==> src/rtl/csr_file.sv <==
// csr_file: CSR file for the WB stage: combinational reads, committed writes, exception entry/ertn, interrupts.
// Define CSR_TIMER_EN to build the countdown timer (writable TID, TCFG/TVAL/TICLR and timer interrupt IS[11]).
module csr_file #(
  parameter logic [31:0] COREID  = 32'h0,
  parameter int          TIMER_W = 32
) (
  input  logic        clk,
  input  logic        resetn,
  input  logic        csr_re,
  input  logic [13:0] csr_num,
  input  logic        csr_we,
  input  logic [31:0] csr_wmask,
  input  logic [31:0] csr_wvalue,
  input  logic        wb_ex,
  input  logic        ertn_flush,
  input  logic [31:0] wb_pc,
  input  logic [5:0]  wb_ecode,
  input  logic [8:0]  wb_esubcode,
  input  logic [31:0] wb_vaddr,
  input  logic [7:0]  hw_int_in,
  output logic [31:0] csr_rvalue,
  output logic [31:0] ex_entry,
  output logic [31:0] era_pc,
  output logic        has_int
);
  localparam logic [13:0] A_CRMD  = 14'h00, A_PRMD  = 14'h01, A_ECFG  = 14'h04, A_ESTAT = 14'h05;
  localparam logic [13:0] A_ERA   = 14'h06, A_BADV  = 14'h07, A_EENTRY = 14'h0C;
  localparam logic [13:0] A_SAVE0 = 14'h30, A_SAVE1 = 14'h31, A_SAVE2 = 14'h32, A_SAVE3 = 14'h33;
  localparam logic [13:0] A_TID   = 14'h40, A_TCFG  = 14'h41, A_TVAL  = 14'h42, A_TICLR = 14'h44;
  localparam logic [5:0]  EC_ADE = 6'h08, EC_ALE = 6'h09, EC_TLBR = 6'h3F;
  localparam logic [5:0]  EC_PIL = 6'h01, EC_PIS = 6'h02, EC_PIF = 6'h03, EC_PME = 6'h04, EC_PPI = 6'h07;

  logic [3:0]       crmd_q, crmd_d;
  logic [2:0]       prmd_q, prmd_d;
  logic [12:0]      lie_q, lie_d;
  logic [1:0]       is_sw_q, is_sw_d;
  logic [7:0]       is_hw_q;
  logic [5:0]       ecode_q, ecode_d;
  logic [8:0]       esub_q, esub_d;
  logic [31:0]      era_q, era_d, badv_q, badv_d;
  logic [25:0]      eentry_q, eentry_d;
  logic [3:0][31:0] save_q, save_d;
  logic             ti;
  logic [31:0]      tid_rd, tcfg_rd, tval_rd;
  logic [31:0]      wmerged;
  logic [12:0]      estat_is;
  logic             wr_en, vaddr_ex;
  logic             unused_csr_re;

  assign unused_csr_re = csr_re;
  // Writes lose to exception entry and ertn in the same cycle.
  assign wr_en    = csr_we & ~wb_ex & ~ertn_flush;
  assign wmerged  = (csr_rvalue & ~csr_wmask) | (csr_wvalue & csr_wmask);
  assign estat_is = {1'b0, ti, 1'b0, is_hw_q, is_sw_q};
  assign vaddr_ex = (wb_ecode == EC_ALE) || (wb_ecode == EC_TLBR) || (wb_ecode == EC_PIL) ||
                    (wb_ecode == EC_PIS) || (wb_ecode == EC_PIF) || (wb_ecode == EC_PME) ||
                    (wb_ecode == EC_PPI);

  always_comb begin
    csr_rvalue = 32'h0;
    case (csr_num)
      A_CRMD:   csr_rvalue = {28'h0, crmd_q};
      A_PRMD:   csr_rvalue = {29'h0, prmd_q};
      A_ECFG:   csr_rvalue = {19'h0, lie_q};
      A_ESTAT:  csr_rvalue = {1'b0, esub_q, ecode_q, 3'h0, estat_is};
      A_ERA:    csr_rvalue = era_q;
      A_BADV:   csr_rvalue = badv_q;
      A_EENTRY: csr_rvalue = {eentry_q, 6'h0};
      A_SAVE0, A_SAVE1, A_SAVE2, A_SAVE3: csr_rvalue = save_q[csr_num[1:0]];
      A_TID:    csr_rvalue = tid_rd;
      A_TCFG:   csr_rvalue = tcfg_rd;
      A_TVAL:   csr_rvalue = tval_rd;
      default:  csr_rvalue = 32'h0;
    endcase
  end

  always_comb begin
    crmd_d   = crmd_q;
    prmd_d   = prmd_q;
    lie_d    = lie_q;
    is_sw_d  = is_sw_q;
    ecode_d  = ecode_q;
    esub_d   = esub_q;
    era_d    = era_q;
    badv_d   = badv_q;
    eentry_d = eentry_q;
    save_d   = save_q;
    if (wb_ex) begin
      prmd_d  = crmd_q[2:0];
      crmd_d  = {crmd_q[3], 3'b000};
      ecode_d = wb_ecode;
      esub_d  = wb_esubcode;
      era_d   = wb_pc;
      if (wb_ecode == EC_ADE) badv_d = wb_pc;
      else if (vaddr_ex)      badv_d = wb_vaddr;
    end else if (ertn_flush) begin
      crmd_d = {crmd_q[3], prmd_q};
    end else if (wr_en) begin
      case (csr_num)
        A_CRMD:   crmd_d   = wmerged[3:0];
        A_PRMD:   prmd_d   = wmerged[2:0];
        A_ECFG:   lie_d    = wmerged[12:0];
        A_ESTAT:  is_sw_d  = wmerged[1:0];
        A_ERA:    era_d    = wmerged;
        A_BADV:   badv_d   = wmerged;
        A_EENTRY: eentry_d = wmerged[31:6];
        A_SAVE0, A_SAVE1, A_SAVE2, A_SAVE3: save_d[csr_num[1:0]] = wmerged;
        default: ;
      endcase
    end
  end

  always_ff @(posedge clk or negedge resetn) begin
    if (!resetn) begin
      crmd_q   <= 4'h8;
      prmd_q   <= '0;
      lie_q    <= '0;
      is_sw_q  <= '0;
      is_hw_q  <= '0;
      ecode_q  <= '0;
      esub_q   <= '0;
      era_q    <= '0;
      badv_q   <= '0;
      eentry_q <= '0;
      save_q   <= '0;
    end else begin
      crmd_q   <= crmd_d;
      prmd_q   <= prmd_d;
      lie_q    <= lie_d;
      is_sw_q  <= is_sw_d;
      is_hw_q  <= hw_int_in;
      ecode_q  <= ecode_d;
      esub_q   <= esub_d;
      era_q    <= era_d;
      badv_q   <= badv_d;
      eentry_q <= eentry_d;
      save_q   <= save_d;
    end
  end

`ifdef CSR_TIMER_EN
  localparam logic [TIMER_W-1:0] TV_ONE = TIMER_W'(1);
  logic [31:0]        tid_q, tid_d, tcfg_q, tcfg_d;
  logic [TIMER_W-1:0] tval_q, tval_d;
  logic               ti_q, ti_d;
  logic [31:0]        load_new, load_cur;
  logic               tcfg_wr, ticlr_wr;

  assign load_new = {wmerged[31:2], 2'b00};
  assign load_cur = {tcfg_q[31:2], 2'b00};
  assign tcfg_wr  = wr_en && (csr_num == A_TCFG);
  assign ticlr_wr = wr_en && (csr_num == A_TICLR) && csr_wmask[0] && csr_wvalue[0];

  always_comb begin
    tid_d  = tid_q;
    tcfg_d = tcfg_q;
    tval_d = tval_q;
    ti_d   = ti_q;
    if (wr_en && (csr_num == A_TID)) tid_d = wmerged;
    if (tcfg_wr) tcfg_d = wmerged;
    // A fresh enable reloads the counter ahead of any decrement.
    if (tcfg_wr && wmerged[0]) begin
      tval_d = load_new[TIMER_W-1:0];
    end else if (tcfg_q[0]) begin
      if (tval_q != '0)   tval_d = tval_q - TV_ONE;
      else if (tcfg_q[1]) tval_d = load_cur[TIMER_W-1:0];
    end
    if (tcfg_q[0] && (tval_q == TV_ONE)) ti_d = 1'b1;
    else if (ticlr_wr)                   ti_d = 1'b0;
  end

  always_ff @(posedge clk or negedge resetn) begin
    if (!resetn) begin
      tid_q  <= COREID;
      tcfg_q <= '0;
      tval_q <= '0;
      ti_q   <= 1'b0;
    end else begin
      tid_q  <= tid_d;
      tcfg_q <= tcfg_d;
      tval_q <= tval_d;
      ti_q   <= ti_d;
    end
  end

  assign ti      = ti_q;
  assign tid_rd  = tid_q;
  assign tcfg_rd = tcfg_q;
  assign tval_rd = 32'(tval_q);
`else
  localparam int unused_timer_w = TIMER_W;
  assign ti      = 1'b0;
  assign tid_rd  = COREID;
  assign tcfg_rd = 32'h0;
  assign tval_rd = 32'h0;
`endif

  assign ex_entry = {eentry_q, 6'h0};
  assign era_pc   = era_q;
  assign has_int  = crmd_q[2] & (|(estat_is & lie_q));
endmodule

==> config.mk <==
export PLATFORM = sky130hd
export DESIGN_NAME = csr_file
export DESIGN_NICKNAME = d
export VERILOG_FILES = /design/src/rtl/csr_file.sv
export SDC_FILE = /design/constraint.sdc
export NUM_CORES = 1
export LEC_CHECK = 0
export BUFFER_PORTS_ARGS = -buffer_cell sky130_fd_sc_hd__buf_2
export CAP_MARGIN = 20
export CELL_PAD_IN_SITES_DETAIL_PLACEMENT = 1
export CELL_PAD_IN_SITES_GLOBAL_PLACEMENT = 1
export CORE_UTILIZATION = 47
export CTS_CLUSTER_DIAMETER = 60
export CTS_CLUSTER_SIZE = 14
export DETAILED_ROUTE_END_ITERATION = 16
export PLACE_DENSITY_LB_ADDON = 0.2
export RECOVER_POWER = 25
export SLEW_MARGIN = 30
export SYNTH_ARGS = -nofsm -noshare
export SYNTH_HDL_FRONTEND = slang
export SYNTH_SLANG_ARGS = --single-unit
export TNS_END_PERCENT = 20
==> constraint.sdc <==
create_clock -name clk -period 3.42 [get_ports clk]
set_input_delay 0.342 -clock clk [delete_from_list [all_inputs] [get_ports clk]]
set_output_delay 0.342 -clock clk [all_outputs]
set_load 0.05 [all_outputs]
==> results.md <==
- Hold buffer count at cts: 9
- Total power: 7332 µW
- Bufs on Longest Clock Path: 3
- Peak Freq: 332.8 MHz
- Initial antenna violation count: 3
- # port buffers: 260
- #FFs+latches synth: ~260
- Clock sink count: 263
- Slew headroom: -31.83%
- R2r worst-path depth: 5
- Status: finished with violations
- Combinational share of power: a little over an eighth
- Final setup viols: 0
- Reg-to-Reg End: era_pc[21]
- Post-route DRC: 0
- P_leak: 0.007364 µW
- Area growth syn-to-layout: 19.17%
- Failing checks: max-capacitance violations, max-slew violations
- Switching share of power: a little over a quarter
- Seq/Total Area, Yosys: 48.24%
- Hold path depth: 2
- Clock slew at reported path FFs: 0.07 ns
- Core area: 28630 µm²
- Synth Flop Type: dfrtp_1
- Number of flops mapped to enable cells by yosys: 0
- Seq pwr share: 45.6%
- Clock tree from TritonCTS: built
- Post-cts repair resize count: 0
- Max_cap viols: 2
- Initial DRC Count: 930
- Worst-path maximum fanout: 27
- Root buffer selected by CTS: clkbuf_16
- Share of cells above drive strength 1: 32.66%
- Hold_sp: wb_esubcode[1]
- Post-synth ARST share: between 90% and 100%
- Critical path class: input pin to output pin
- Worst reg2reg startpoint: save_q[117]
- Worst Path Required: 3.08 ns
- Clock share of power: 41.1%
- Grt ovf: 0
- CP Capture Type: output pin
- HP Class: input pin to flop
- Hold EP: esub_q[1]
- Synthesized instance count: 1284
- Max Slew Vio Count: 99
- Avg WL per Cell: 24.96 µm
- Post-route ant nets: 0
- Int Power: 5330 µW
- RSZ-0062 raised after global routing: false
- Tightest Pin Transition: 1.978 ns
- Starting density of the core: a little under half
- Worst hold margin: 0.03438 ns
- Pwr Density: 450.9 nW/µm²
- Synth warnings: 0
- Period utilization: 87.85%
- Most common cell after layout, fill and taps aside: dfrtp_1
- Worst setup SP type: input pin
- Worst clock skew: roughly 0.019 ns
- Min cycle time layout: 3.004 ns
- FF-to-FF setup slack: roughly 1.2 ns
- Maximum vdd drop: 0.3014 mV
- Switching pwr: 2002 µW
- H-tree depth: 1
- Number of placed I/O pins: 268
- Final Hold Viols: 0
- Worst-skew pair later-pin latency: 0.55 ns
- Fin nets: between 1500 and 2000
- DR vias/cell: 6.179
- DP HPWL: 33620 µm
- First-pass GRT wire length: 73720 µm
- Overall Global Routing Usage: 33.27%
- First drt pass iteration count: 5
- Syn_area_per_cell: 10.63 µm²
- Total CTS buffers: 26
- Die ar.: 29720 µm²
- Aggregate routed wire length: 48120 µm
- Setup TNS Final: 0 ns
- Commonest non-fill, non-tap cells in the layout: dfrtp_1 (262), buf_2 (257), nand2_1 (240)
- Largest net degree at the start of global routing: 84
- Synthesized area: 13640 µm²
- Crit path DAT: 2.66 ns
- Via count: 11914
- Vias in the first global route: 12463
- Die Span X: 172.4 µm
- DIE HEIGHT: ~170 µm
- Setup Buffers After CTS: 0
- Placer Congestion: ~0.89
- Distinct cells, synth: 76
- # rows: 62
-- through the flow --
step           utilization, %  worst slack (ns)  std cells  cell area [µm²]
6_report                56.81            0.4155       1928            16260
3_5_place_dp            53.46            0.3976       1869            15300
4_1_cts                 56.82            0.4660       1924            16270
2_1_floorplan               -            0.7903       1289            13660
3_3_place_gp            53.37            0.4432       1868            15280
5_1_grt                 56.80            0.4191       1927            16260
-- sequential cells by signal (all words and copies together), names as in the netlist --
register and flops:
esub_q 9, crmd_q 4, is_hw_q 8, eentry_q 26, badv_q 32, is_sw_q 2, era_pc 32, save_q 128
lie_q 13, prmd_q 3, ecode_q 6
-- layout make-up --
type	count	area, µm²
diodes	4	10.01
clock buffers	35	725.7
clock inverters	11	146.4
fillers	3222	12360
inverters	12	45.04
multi-input cells	911	6531
flip-flops and latches	263	6583
well taps	384	480.5
repair buffers	308	1739
-- metal layers --
metal | vias to the layer above | GRT usage [%] | wire, µm
li1 | 5212 | - | -
met1 | 6137 | 47.01 | 20880
met2 | 477 | 52.40 | 22700
met3 | 88 | 5.150 | 3210
met4 | 0 | 10.93 | 1328
met5 | - | 0 | 0
-- power by group through the flow --
stage / Clock [µW] / Sequential (µW) / Combinational (µW)
2_1_floorplan: 0 / 3480 / 455
3_3_place_gp: 0 / 3390 / 932
3_5_place_dp: 0 / 3400 / 956
4_1_cts: 3040 / 3340 / 971
5_1_grt: 3150 / 3360 / 1040
6_report: 3020 / 3340 / 974
-- worst max path at each step --
stage	from	slack, ns	cells after the start	to
detailed placement	csr_num[0]	0.40	6	eentry_q[11]
global route	csr_num[0]	0.42	5	csr_rvalue[20]
global placement	csr_num[0]	0.44	6	eentry_q[19]
floorplan	csr_num[6]	0.79	8	badv_q[3]
finish	csr_num[0]	0.42	5	csr_rvalue[20]
CTS	csr_num[0]	0.47	5	csr_rvalue[20]
-- kinds of logic (layout without fill, tap and decap cells) --
| logic type | after synthesis | after routing | share of synthesized area, % |
|---|---|---|---|
| AO/OA/AOI/OAI | 389 | 389 | 20.70 |
| AND/OR/NAND/NOR | 411 | 411 | 13.55 |
| XOR/XNOR | 1 | 1 | 0.06420 |
| multiplexers | 104 | 104 | 13.09 |
| flip-flops | 263 | 263 | 48.24 |
| other | 1 | 10 | 0.02748 |
| buffers and inverters | 115 | 366 | 4.319 |
-- worst max-delay path, cell delays in order --
cell and delay, ns:
buf_4 0.26, and4bb_2 0.94, a32oi_1 0.35, o22ai_1 0.40, buf_2 0.34
-- cells in the mapped netlist, drive strengths merged (5+ instances only) --
master	instances	share of area, %
a211o	17	1.1
a21oi	32	1.5
a221o	9	0.66
a22oi	44	2.4
a31oi	13	0.98
a32oi	12	0.83
buf	48	2.5
clkbuf	55	1.5
dfrtp	262	48
inv	12	0.33
mux2	42	3.5
mux2i	20	2.5
mux4	42	7.2
nand2	244	6.7
nand2b	12	0.55
nand3	53	2.0
nor2	46	1.3
nor2b	5	0.23
nor3	16	0.62
o211a	5	0.37
o21ai	164	6.2
o221a	7	0.58
o221ai	9	0.58
o22ai	15	0.87
o31ai	44	3.5
or2	11	0.50
Note: power is estimated with default switching activity, not from simulation.
